[src/rtl/rr_arb_pkg.sv]
// Shared types, default sizes and the round-robin scan function for rr_select_arbiter.
package rr_arb_pkg;

  localparam int unsigned N_DEF    = 8;
  localparam int unsigned IDXW_DEF = $clog2(N_DEF);
  localparam int unsigned MAX_N    = 32;
  localparam int unsigned MAX_IDXW = $clog2(MAX_N);

  typedef enum logic [1:0] {
    IDLE  = 2'd0,
    GRANT = 2'd1,
    GAP   = 2'd2
  } state_t;

  // Scans req upward from last+1, wrapping at n-1; returns 1 and the winner when any bit is set.
  function automatic logic rr_next_idx(input  logic [MAX_N-1:0] req,
                                       input  int unsigned      last,
                                       input  int unsigned      n,
                                       output int unsigned      idx);
    logic        found;
    int unsigned cand;
    found = 1'b0;
    idx   = last;
    for (int unsigned off = 1; off <= MAX_N; off++) begin
      cand = last + off;
      if (cand >= n) begin
        cand = cand - n;
      end
      if (!found && (off <= n) && req[cand[MAX_IDXW-1:0]]) begin
        found = 1'b1;
        idx   = cand;
      end
    end
    return found;
  endfunction

endpackage

[src/rtl/idx_onehot_dec.sv]
// Combinational binary-index to one-hot decoder; all zero when en is low.
module idx_onehot_dec #(
  parameter int unsigned N    = 8,
  parameter int unsigned IDXW = 3
) (
  input  logic [IDXW-1:0] idx,
  input  logic            en,
  output logic [N-1:0]    onehot
);

  always_comb begin
    onehot = '0;
    for (int unsigned i = 0; i < N; i++) begin
      onehot[i] = en && (idx == IDXW'(i));
    end
  end

endmodule

[src/rtl/rr_select_arbiter.sv]
// Round-robin owner arbiter for a one-hot select resource with a break-before-make gap.
// Optional grant length limit enabled by defining HOLD_LIMIT_EN.
module rr_select_arbiter
  import rr_arb_pkg::*;
#(
  parameter int unsigned  N        = N_DEF,
  parameter int unsigned  MAX_HOLD = 16,
  localparam int unsigned IDXW     = (N == N_DEF) ? IDXW_DEF : ((N > 1) ? $clog2(N) : 1)
) (
  input  logic            clk,
  input  logic            rst,
  input  logic [N-1:0]    req,
  output logic [N-1:0]    gnt,
  output logic [IDXW-1:0] gnt_idx,
  output logic            gnt_valid,
  output logic            preempt
);

  if (N > MAX_N || N < 2) begin : g_bad_n
    $error("rr_select_arbiter: N out of supported range");
  end
  if (MAX_HOLD == 0) begin : g_bad_max_hold
    $error("rr_select_arbiter: MAX_HOLD must be >= 1");
  end

  state_t          state_q, state_d;
  logic [IDXW-1:0] last_ptr_q, last_ptr_d;
  logic [IDXW-1:0] gnt_idx_q, gnt_idx_d;
  logic            gnt_valid_q, gnt_valid_d;
  logic [N-1:0]    gnt_q, gnt_d;
  logic            found;
  int unsigned     pick_idx;

`ifdef HOLD_LIMIT_EN
  localparam int unsigned HCW = (MAX_HOLD > 1) ? $clog2(MAX_HOLD) : 1;
  logic [HCW-1:0] hold_cnt_q, hold_cnt_d;
  logic           preempt_q, preempt_d;
`endif

  // Next state and next registered outputs.
  always_comb begin
    state_d     = state_q;
    last_ptr_d  = last_ptr_q;
    gnt_idx_d   = gnt_idx_q;
    gnt_valid_d = 1'b0;
    pick_idx    = 0;
`ifdef HOLD_LIMIT_EN
    hold_cnt_d  = hold_cnt_q;
    preempt_d   = 1'b0;
`endif
    found = rr_next_idx(MAX_N'(req), 32'(last_ptr_q), N, pick_idx);

    case (state_q)
      IDLE, GAP: begin
        if (found) begin
          state_d     = GRANT;
          gnt_idx_d   = IDXW'(pick_idx);
          last_ptr_d  = IDXW'(pick_idx);
          gnt_valid_d = 1'b1;
`ifdef HOLD_LIMIT_EN
          hold_cnt_d  = '0;
`endif
        end else begin
          state_d = IDLE;
        end
      end
      GRANT: begin
        if (req[gnt_idx_q]) begin
`ifdef HOLD_LIMIT_EN
          if (hold_cnt_q == HCW'(MAX_HOLD - 1)) begin
            state_d    = GAP;
            preempt_d  = 1'b1;
            hold_cnt_d = '0;
          end else begin
            gnt_valid_d = 1'b1;
            hold_cnt_d  = hold_cnt_q + HCW'(1);
          end
`else
          gnt_valid_d = 1'b1;
`endif
        end else begin
          state_d = GAP;
        end
      end
      default: begin
        state_d = IDLE;
      end
    endcase
  end

  idx_onehot_dec #(
    .N    (N),
    .IDXW (IDXW)
  ) u_dec (
    .idx    (gnt_idx_d),
    .en     (gnt_valid_d),
    .onehot (gnt_d)
  );

  always_ff @(posedge clk) begin
    if (rst) begin
      state_q     <= IDLE;
      last_ptr_q  <= IDXW'(N - 1);
      gnt_idx_q   <= '0;
      gnt_valid_q <= 1'b0;
      gnt_q       <= '0;
    end else begin
      state_q     <= state_d;
      last_ptr_q  <= last_ptr_d;
      gnt_idx_q   <= gnt_idx_d;
      gnt_valid_q <= gnt_valid_d;
      gnt_q       <= gnt_d;
    end
  end

`ifdef HOLD_LIMIT_EN
  always_ff @(posedge clk) begin
    if (rst) begin
      hold_cnt_q <= '0;
      preempt_q  <= 1'b0;
    end else begin
      hold_cnt_q <= hold_cnt_d;
      preempt_q  <= preempt_d;
    end
  end

  assign preempt = preempt_q;
`else
  assign preempt = 1'b0;
`endif

  assign gnt       = gnt_q;
  assign gnt_idx   = gnt_idx_q;
  assign gnt_valid = gnt_valid_q;

endmodule

[config.mk]
export PLATFORM = sky130hd
export DESIGN_NAME = rr_select_arbiter
export DESIGN_NICKNAME = d
export VERILOG_FILES = /design/src/rtl/rr_arb_pkg.sv /design/src/rtl/idx_onehot_dec.sv /design/src/rtl/rr_select_arbiter.sv
export SDC_FILE = /design/constraint.sdc
export NUM_CORES = 1
export LEC_CHECK = 0
export ABC_AREA = 1
export CAP_MARGIN = 20
export CORE_ASPECT_RATIO = 1.5
export CORE_MARGIN = 1
export CORE_UTILIZATION = 63
export CTS_CLUSTER_SIZE = 24
export DETAILED_ROUTE_END_ITERATION = 10
export DONT_BUFFER_PORTS = 1
export PLACE_DENSITY = 0.81
export SLEW_MARGIN = 20
export SYNTH_ARGS = -nofsm -noshare
export SYNTH_HDL_FRONTEND = slang
export SYNTH_SLANG_ARGS = --single-unit
[constraint.sdc]
create_clock -name clk -period 3.4 [get_ports clk]
set_clock_uncertainty 0.1 [all_clocks]
set_input_delay 0.34 -clock clk [delete_from_list [all_inputs] [get_ports clk]]
set_output_delay 0.34 -clock clk [all_outputs]
set_load 0.02 [all_outputs]
==> metrics, run 1 <==
status=finished clean; Cells after Synth=232; post-synthesis cell type count=32; # nets final=252; IO buf count=0; routed length per placed instance=13.8 microns; delay-heaviest family, CP=simple AND/OR/NAND/NOR gates; Top cell by count, worst path=nand2_1; final setup vio count=0; Longest Clk Path Bufs=2; number of max-cap violations=0; Worst Path Buf+Inv=2; Final Hold Fails=0; synthesized area per cell=6.26 sq um; largest net degree at the start of global routing=15; Slowest-stage cell, CP=dfxtp_1; Site Rows=20; routed via count=1494; Data arrival, critical path=2990 ps; Top Usage Layer GRT=met2; Reg clk slew, reported paths=90 ps; Syn. warnings=0; fin crit period=between 2000 and 3000 ps; Area Overhead vs Synth=3.01%; Max stage delay on crit path=around 550 ps; Final Wtd Congestion=0.863; Storage cell area=340 sq um; fmax=0.350 GHz; HP Class=in2reg; largest cells by area after synthesis=dfxtp_1, nand2_1, nand3_1; synthesized flop and latch total=17; initial antenna violation count=0; detailed placement HPWL=2.94 mm; Die ar.=0.00251 sq mm; GR Overflow Total=0; drt via density=5.81; CTS tree=built; met1 Use GR=28.4%; most frequent cells in the layout=nand2_1, nand3_1, inv_1, nor2_1, dfxtp_1; worst skew pair latency=280 ps; CTS Root Buffer Type=clkbuf_4; synthesized cell area=0.00145 sq mm; Cell Chain, Critical Path=inv_2, ha_1, inv_1, nand3_1, nand2_1, nand2_1, nand3_4, nand4_4, nor2_4, nand4_2, nand2_4, nand2_1, nand2_1, nand3_1, nor2_1; diode count=0; aggregate negative setup slack=0 ps; syn nets=248; area of the multi-input gates=roughly 970 sq um; most common cell after layout, fill and taps aside=nand2_1; number of buffers created by CTS=3; gr usage total=31.8%; fin util=71.2%; drt first-iter violations=73; count of pins over their slew limit=0; Max H-tree Level=1; met2 GRT Util=64.1%; Yosys top cell by area=dfxtp_1; fill count=178; RSZ-0062 raised after global routing=no; crit share post-route=84.1%; post-CTS sizing=0; Core Area=0.00210 sq mm; Die Span Y=60.8 microns; WHS=19.2 ps; Starting Density=between 60% and 70%; Post-CTS Repair Setup Buffers=0; drt first pass iters=4; worst path required time=3530 ps; aggregate routed wire length=roughly 3.5 mm; Crit Path Max Fanout=12; Residual DRC=0; clk sinks=17; met3 Usage GRT=under 10%; Setup crit start kind=register; I/O pin cnt=23; CTS Hold Bufs=0; sequential cell area fraction in the yosys report=about a quarter; first-pass GRT wire length=5.52 mm; post-synth top area share=23.4%; vias in the first global route=1398; die width=41.2 microns; Final ANT Viol Nets=0; crit path kind=reg2reg; CP endpoint kind=register; share of cells above drive strength 1=11.1%
-- cells by family after synthesis --
group	count (synthesis)	synth area share [%]
buffers and inverters	32	10.1
flip-flops	17	23.4
XOR/XNOR	2	3.02
AND/OR/NAND/NOR	152	48.8
AO/OA/AOI/OAI	22	9.22
adder cells (fa/ha/maj)	6	5.17
other	1	0.258
-- synthesized netlist by cell type --
master	instances
buf_2	1
nor3_2	1
o21ai_2	1
nand3_1	32
o211ai_1	3
buf_4	2
conb_1	1
nand2_4	1
nor2_1	24
inv_2	2
nor3_1	1
inv_4	1
inv_1	24
xnor2_2	1
nand4_1	3
dfxtp_1	17
nand3_4	1
nand2_2	5
ha_1	6
nand4_4	1
nor2_4	1
nand2_1	78
a31oi_1	1
a21oi_1	8
o21ai_0	6
a21oi_2	1
nand3b_1	1
nand3_2	2
buf_6	2
o32ai_1	2
xnor2_4	1
nand4_2	1
-- metal layers --
layer | wire [microns] | vias to the layer above
met3 | 160 | 9
met4 | 55 | 0
met2 | 2070 | 59
met1 | 1250 | 669
met5 | 0 | -
li1 | - | 757
-- through the flow --
step / setup WS (ps) / instance area [sq um] / std cells
detailed placement: 602 / 1460 / 252
global placement: 648 / 1460 / 252
floorplan: 919 / 1450 / 232
finish: 541 / 1500 / 257
global route: 188 / 1500 / 257
CTS: 579 / 1490 / 256
-- sequential cells by signal, summed over array words and instances (netlist names) --
signal and count:
gnt_idx 3, gnt_valid 1, state_q 2, gnt 8, last_ptr_q 3
-- worst register-to-register path, stage by stage (launching register included) --
cell     delay (ps)
dfxtp_1         550
inv_2            70
ha_1            400
inv_1           190
nand3_1         120
nand2_1          70
nand2_1         130
nand3_4         150
nand4_4         120
nor2_4          150
nand4_2         130
nand2_4         130
nand2_1         120
nand2_1          90
nand3_1         150
nor2_1          140
-- worst paths after layout --
kind | to | depth (start not counted) | start | slack, ps
setup / recovery | gnt[4] | 15 | last_ptr_q[0] | 540
hold reg to reg | state_q[1] | 3 | state_q[1] | 400
hold / removal | gnt_valid | 1 | rst | 20
setup reg to reg | gnt[4] | 15 | last_ptr_q[0] | 540
-- layout make-up --
cell class                      count  share of cell area (%)
Tap cell                           22                    1.84
Sequential cell                    17                    22.7
Clock buffer                        4                    1.76
Multi-Input combinational cell    183                    64.5
Timing Repair Buffer                4                    2.17
Inverter                           27                    6.94
Power of run 1 is not shown: default switching activity piles up to over one toggle a cycle in this logic, so the estimate is an artifact.
==> inputs of run 2 (changes only) <==
--- a/config.mk
+++ b/config.mk
@@ -9,11 +9,11 @@
 export CAP_MARGIN = 20
 export CORE_ASPECT_RATIO = 1.5
 export CORE_MARGIN = 1
-export CORE_UTILIZATION = 63
+export CORE_UTILIZATION = 57
 export CTS_CLUSTER_SIZE = 24
 export DETAILED_ROUTE_END_ITERATION = 10
 export DONT_BUFFER_PORTS = 1
-export PLACE_DENSITY = 0.81
+export PLACE_DENSITY = 0.77
 export SLEW_MARGIN = 20
 export SYNTH_ARGS = -nofsm -noshare
 export SYNTH_HDL_FRONTEND = slang
==> constraint.sdc (replaced) <==
create_clock -name clk -period 2.6 [get_ports clk]
set_clock_uncertainty 0.1 [all_clocks]
set_input_delay 0.26 -clock clk [delete_from_list [all_inputs] [get_ports clk]]
set_output_delay 0.26 -clock clk [all_outputs]
set_load 0.02 [all_outputs]
==> run 2 against run 1 <==
- final cell count up 5.8%
- maximum frequency rose by 18%
- final area rose by 12%
- wire length grew 12%
- non-clock buffer count increased by 13
- core utilization is 2.2 points lower
- hold slack better by 37 ps
- via count up 4.4%
- first-iteration DRC count decreased by 49%
- sequential cell count unchanged
- worst setup slack lost 360 ps
- register-to-register slack worse by 360 ps
==> metrics, run 2 (synthesis results as in run 1) <==
drt first-iter violations=37 (-49%); share of cells above drive strength 1=22.2% (+11 points); r2r setup slk=180 ps (-360 ps); worst skew pair latency=300 ps (+20 ps); diode count=0 (unchanged); Core Area=0.00242 sq mm (+15%); IO buf count=0 (unchanged); Final Hold Fails=0 (unchanged); number of buffers created by CTS=3 (unchanged); final instance area=0.00167 sq mm (+12%); WHS=56.0 ps (+36.8 ps); most frequent cells in the layout=nand2_1, nand3_1, inv_1, nor2_1; clk sinks=17 (unchanged); Die ar.=0.00276 sq mm (+10%); status=finished clean; Placed Area=0.00154 sq mm (+5.3%); area of the multi-input gates=0.00103 sq mm (+7.0%); Final Non-Filler Cells=272 (+5.8%); count of pins over their slew limit=0 (unchanged); Setup crit start kind=register; Data arrival, critical path=2560 ps (-430 ps); crit share post-route=93.1% (+9.0 points); Starting Density=60.0% (-9.1 points); Reg clk slew, reported paths=100 ps (about the same); crit path kind=reg2reg; drt first pass iters=5 (+1); vias in the first global route=1520 (+8.7%); I/O pin cnt=23 (unchanged); # nets final=265 (+5.2%); most common cell after layout, fill and taps aside=nand2_1; placed cell count=264 (+4.8%); Max H-tree Level=1 (unchanged); routed via count=1559 (+4.4%); fmax=0.413 GHz (+18%); drt via density=5.73 (-1.4%); GR Overflow Total=0 (unchanged); Area Overhead vs Synth=15.1%; HP Class=in2reg; Final ANT Viol Nets=0 (unchanged); largest net degree at the start of global routing=15 (unchanged); Longest Clk Path Bufs=2 (unchanged); Crit Path Max Fanout=7 (-5); Residual DRC=0 (unchanged); fin crit period=2420 ps (-439 ps); worst path required time=2740 ps (-790 ps); initial antenna violation count=0 (unchanged); first-pass GRT wire length=6.31 mm (+14%); max reg flops=8 (unchanged); Die Span Y=63.8 microns (+5.0%); CP endpoint kind=register; routed length per placed instance=14.6 microns (+5.6%); gr usage total=29.6% (-2.1 points); detailed placement HPWL=3.11 mm (+5.9%); die width=43.2 microns (+4.9%); aggregate routed wire length=3.96 mm (+12%); final setup vio count=0 (unchanged); Storage cell area=343 sq um (+0.74%); CTS Root Buffer Type=clkbuf_4; Site Rows=22 (+10%); CTS tree=built; number of max-cap violations=0 (unchanged); fill count=212 (+19%); Final Wtd Congestion=0.932 (+8.0%)
[run 2: worst paths after layout]
path,from,endpoint,cells after the start
worst min-delay path,rst,last_ptr_q[1],2
worst max register to register,last_ptr_q[1],gnt[5],14
worst max-delay path,last_ptr_q[1],gnt[5],14
worst min register to register,state_q[1],state_q[1],3
[run 2: repair_timing]
action                                  4_1_cts  5_1_grt
buffers inserted                              0        3
endpoints found under the hold margin         6        0
gates resized for setup                       0       19
hold buffers                                  1        0
endpoints found under the setup margin        0       11
[run 2: area by class of cell]
cell class | count | area share (%)
Tap cell | 24 | 1.80
Multi-Input combinational cell | 183 | 61.8
Inverter | 27 | 6.21
Timing Repair Buffer | 17 | 8.01
Sequential cell | 17 | 20.5
Clock buffer | 3 | 1.35
Clock inverter | 1 | 0.299
[run 2: routing by layer]
metal | vias up | routed length [microns] | GRT usage, %
met5 | - | 0 | 0
met4 | 0 | 226 | 19.3
met3 | 21 | 194 | 4.24
met2 | 65 | 2150 | 54.3
met1 | 692 | 1390 | 29.3
li1 | 781 | - | -
[run 2: metrics by stage]
stage | worst slack [ps] | setup TNS (ps) | util [%]
floorplan | 119 | 0 | -
global placement | 105 | 0 | 63.5
detailed placement | 82.4 | 0 | 63.5
CTS | 56.3 | 0 | 65.0
global route | -5.99 | -5.99 | 69.0
finish | 180 | 0 | 69.0
[run 2: worst max-delay path, cell delays in order (launching register included)]
cell	delay, ps
dfxtp_2	380
inv_2	60
ha_4	270
buf_6	120
nand3_1	70
nand2_1	90
buf_4	120
nor2_1	50
nor2_1	300
nand4_2	190
a21oi_1	260
inv_1	80
nand2_1	110
nand3_2	80
nor2_1	100
Power of run 2 is left out for the same reason.
==> inputs of run 3 (changes only) <==
--- a/config.mk
+++ b/config.mk
@@ -10,6 +10,7 @@
 export CORE_ASPECT_RATIO = 1.5
 export CORE_MARGIN = 1
 export CORE_UTILIZATION = 57
+export CTS_BUF_LIST = sky130_fd_sc_hd__clkbuf_16
 export CTS_CLUSTER_SIZE = 24
 export DETAILED_ROUTE_END_ITERATION = 10
 export DONT_BUFFER_PORTS = 1
==> run 3 against run 2 <==
- clock-buffer cell count unchanged
- final area rose by 3.4%
- via count shrank 0.26%
- register-to-register slack lost 40 ps
- wire length up 0.35%
- maximum frequency decreased by 1.5%
- critical endpoint unchanged
- global-route usage increased by 0.56 points
- worst setup slack worse by 37 ps
==> metrics, run 3 (synthesis results as in run 1) <==
detailed placement HPWL=3.11 mm (unchanged); Final ANT Viol Nets=0 (unchanged); aggregate routed wire length=3.97 mm (+0.35%); Min-Delay Path Depth=2 (unchanged); Top cell by count, worst path=nand2_1; final setup vio count=0 (unchanged); status=finished clean; fin util=71.3% (+2.3 points); fmax=0.407 GHz (-1.5%); I/O pin cnt=23 (unchanged); crit path kind=reg2reg; R2R depth=16 (+2); Final Hold Fails=0 (unchanged); met2 wire length=2.17 mm (+1.1%); Crit Path Max Fanout=5 (-2); Residual DRC=0 (unchanged); Site Rows=22 (unchanged); fin crit period=2460 ps (+37.0 ps); number of buffers created by CTS=3 (unchanged); first-pass GRT wire length=6.40 mm (+1.4%); Longest Clk Path Bufs=2 (unchanged); Cell Chain, Critical Path=buf_4, ha_1, xnor2_4, buf_12, nand2_4, nand3_4, nand4_4, nor2_4, nand2_1, nor2_2, nand2_1, nand2_1, nand2_1, nand2_1, nand3_2, nor2_1; Die ar.=0.00276 sq mm (unchanged); fill count=208 (-1.9%); aggregate negative setup slack=0 ps (unchanged); WL met3=189 microns (-2.6%); die width=43.2 microns (unchanged); CTS Root Buffer Type=clkbuf_16; Max H-tree Level=1 (unchanged); Slowest-stage cell, CP=dfxtp_2; drt first-iter violations=33 (-11%); diode count=0 (unchanged); Data arrival, critical path=2540 ps (-20 ps); Storage cell area=343 sq um (unchanged); Reg clk slew, reported paths=50 ps (-50 ps); initial antenna violation count=0 (unchanged); Placed Area=0.00154 sq mm (unchanged); most frequent cells in the layout=nand2_1, nand3_1, inv_1, nor2_1; RSZ-0062 raised after global routing=yes; CTS tree=built; Core Area=0.00242 sq mm (unchanged); routed via count=1555 (-0.26%); Die Span Y=63.8 microns (unchanged); routed length per placed instance=14.6 microns (about the same); count of pins over their slew limit=0 (unchanged); clk sinks=17 (unchanged); share of cells above drive strength 1=22.1% (-0.089 points); most common cell after layout, fill and taps aside=nand2_1; GR Overflow Total=0 (unchanged); IO buf count=0 (unchanged); largest net degree at the start of global routing=15 (unchanged); drt first pass iters=4 (-1); top sig layer=met4; drt via density=5.70 (-0.62%); max reg flops=8 (unchanged); area of the multi-input gates=0.00102 sq mm (-1.6%); final instance area=0.00173 sq mm (+3.4%); vias in the first global route=1549 (+1.9%); number of max-cap violations=0 (unchanged); CP endpoint kind=register; Area Overhead vs Synth=18.9%; HP Class=in2reg; met1 WL=1.37 mm (-1.1%); crit share post-route=94.5% (+1.4 points); Starting Density=60.0% (unchanged); Final Wtd Congestion=0.932 (unchanged); Setup crit start kind=register; WHS=109 ps (+53.3 ps); # nets final=266 (+0.38%); worst path required time=2690 ps (-50 ps); worst skew pair latency=250 ps (-50 ps); gr usage total=30.2% (+0.56 points); Max stage delay on crit path=330 ps (-50 ps)
run 3: cell types whose count changed in the layout (fill, tap and decap cells not counted), sizes merged:
| cell | change |
|---|---|
| buf | +1 |
run 3: worst max-delay path, delay by kind of cell (launching register included):
family	cells	cell delay (ps)
and+or+nand+nor	12	1170
DFF	1	330
xor gates and xnor gates	1	230
adders and majority gates	1	250
buffers and inverters	2	280
run 3: layout make-up:
class                           instances  share of cell area, %
Inverter                               27                   6.01
Timing Repair Buffer                   18                   8.91
Tap cell                               24                   1.74
Multi-Input combinational cell        183                   58.9
Sequential cell                        17                   19.8
Clock buffer                            3                   4.34
Clock inverter                          1                  0.290
run 3: path summary, 6_finish.rpt:
kind | from | to | slack [ps]
setup / recovery | last_ptr_q[0] | gnt[5] | 140
hold / removal | rst | last_ptr_q[2] | 110
setup reg to reg | last_ptr_q[0] | gnt[5] | 140
hold reg to reg | state_q[1] | state_q[1] | 410
run 3: metal layers:
layer	global-route usage (%)	up-vias
met2	55.6	51
met1	29.3	698
met4	20.1	0
met5	0	-
li1	-	785
met3	4.52	21
run 3: through the flow:
stage	setup WS (ps)	cells
finish	143	273
global route	-19.9	273
CTS	63.5	269
detailed placement	82.4	264
global placement	105	264
floorplan	119	232
run 3: what timing repair did:
item / in CTS / in global routing
hold endpoints to repair: 6 / 0
endpoints found under the setup margin: 0 / 11
hold buffers: 1 / 0
buffers inserted: 0 / 4
resized for setup: 0 / 18
Power of run 3 is left out for the same reason.
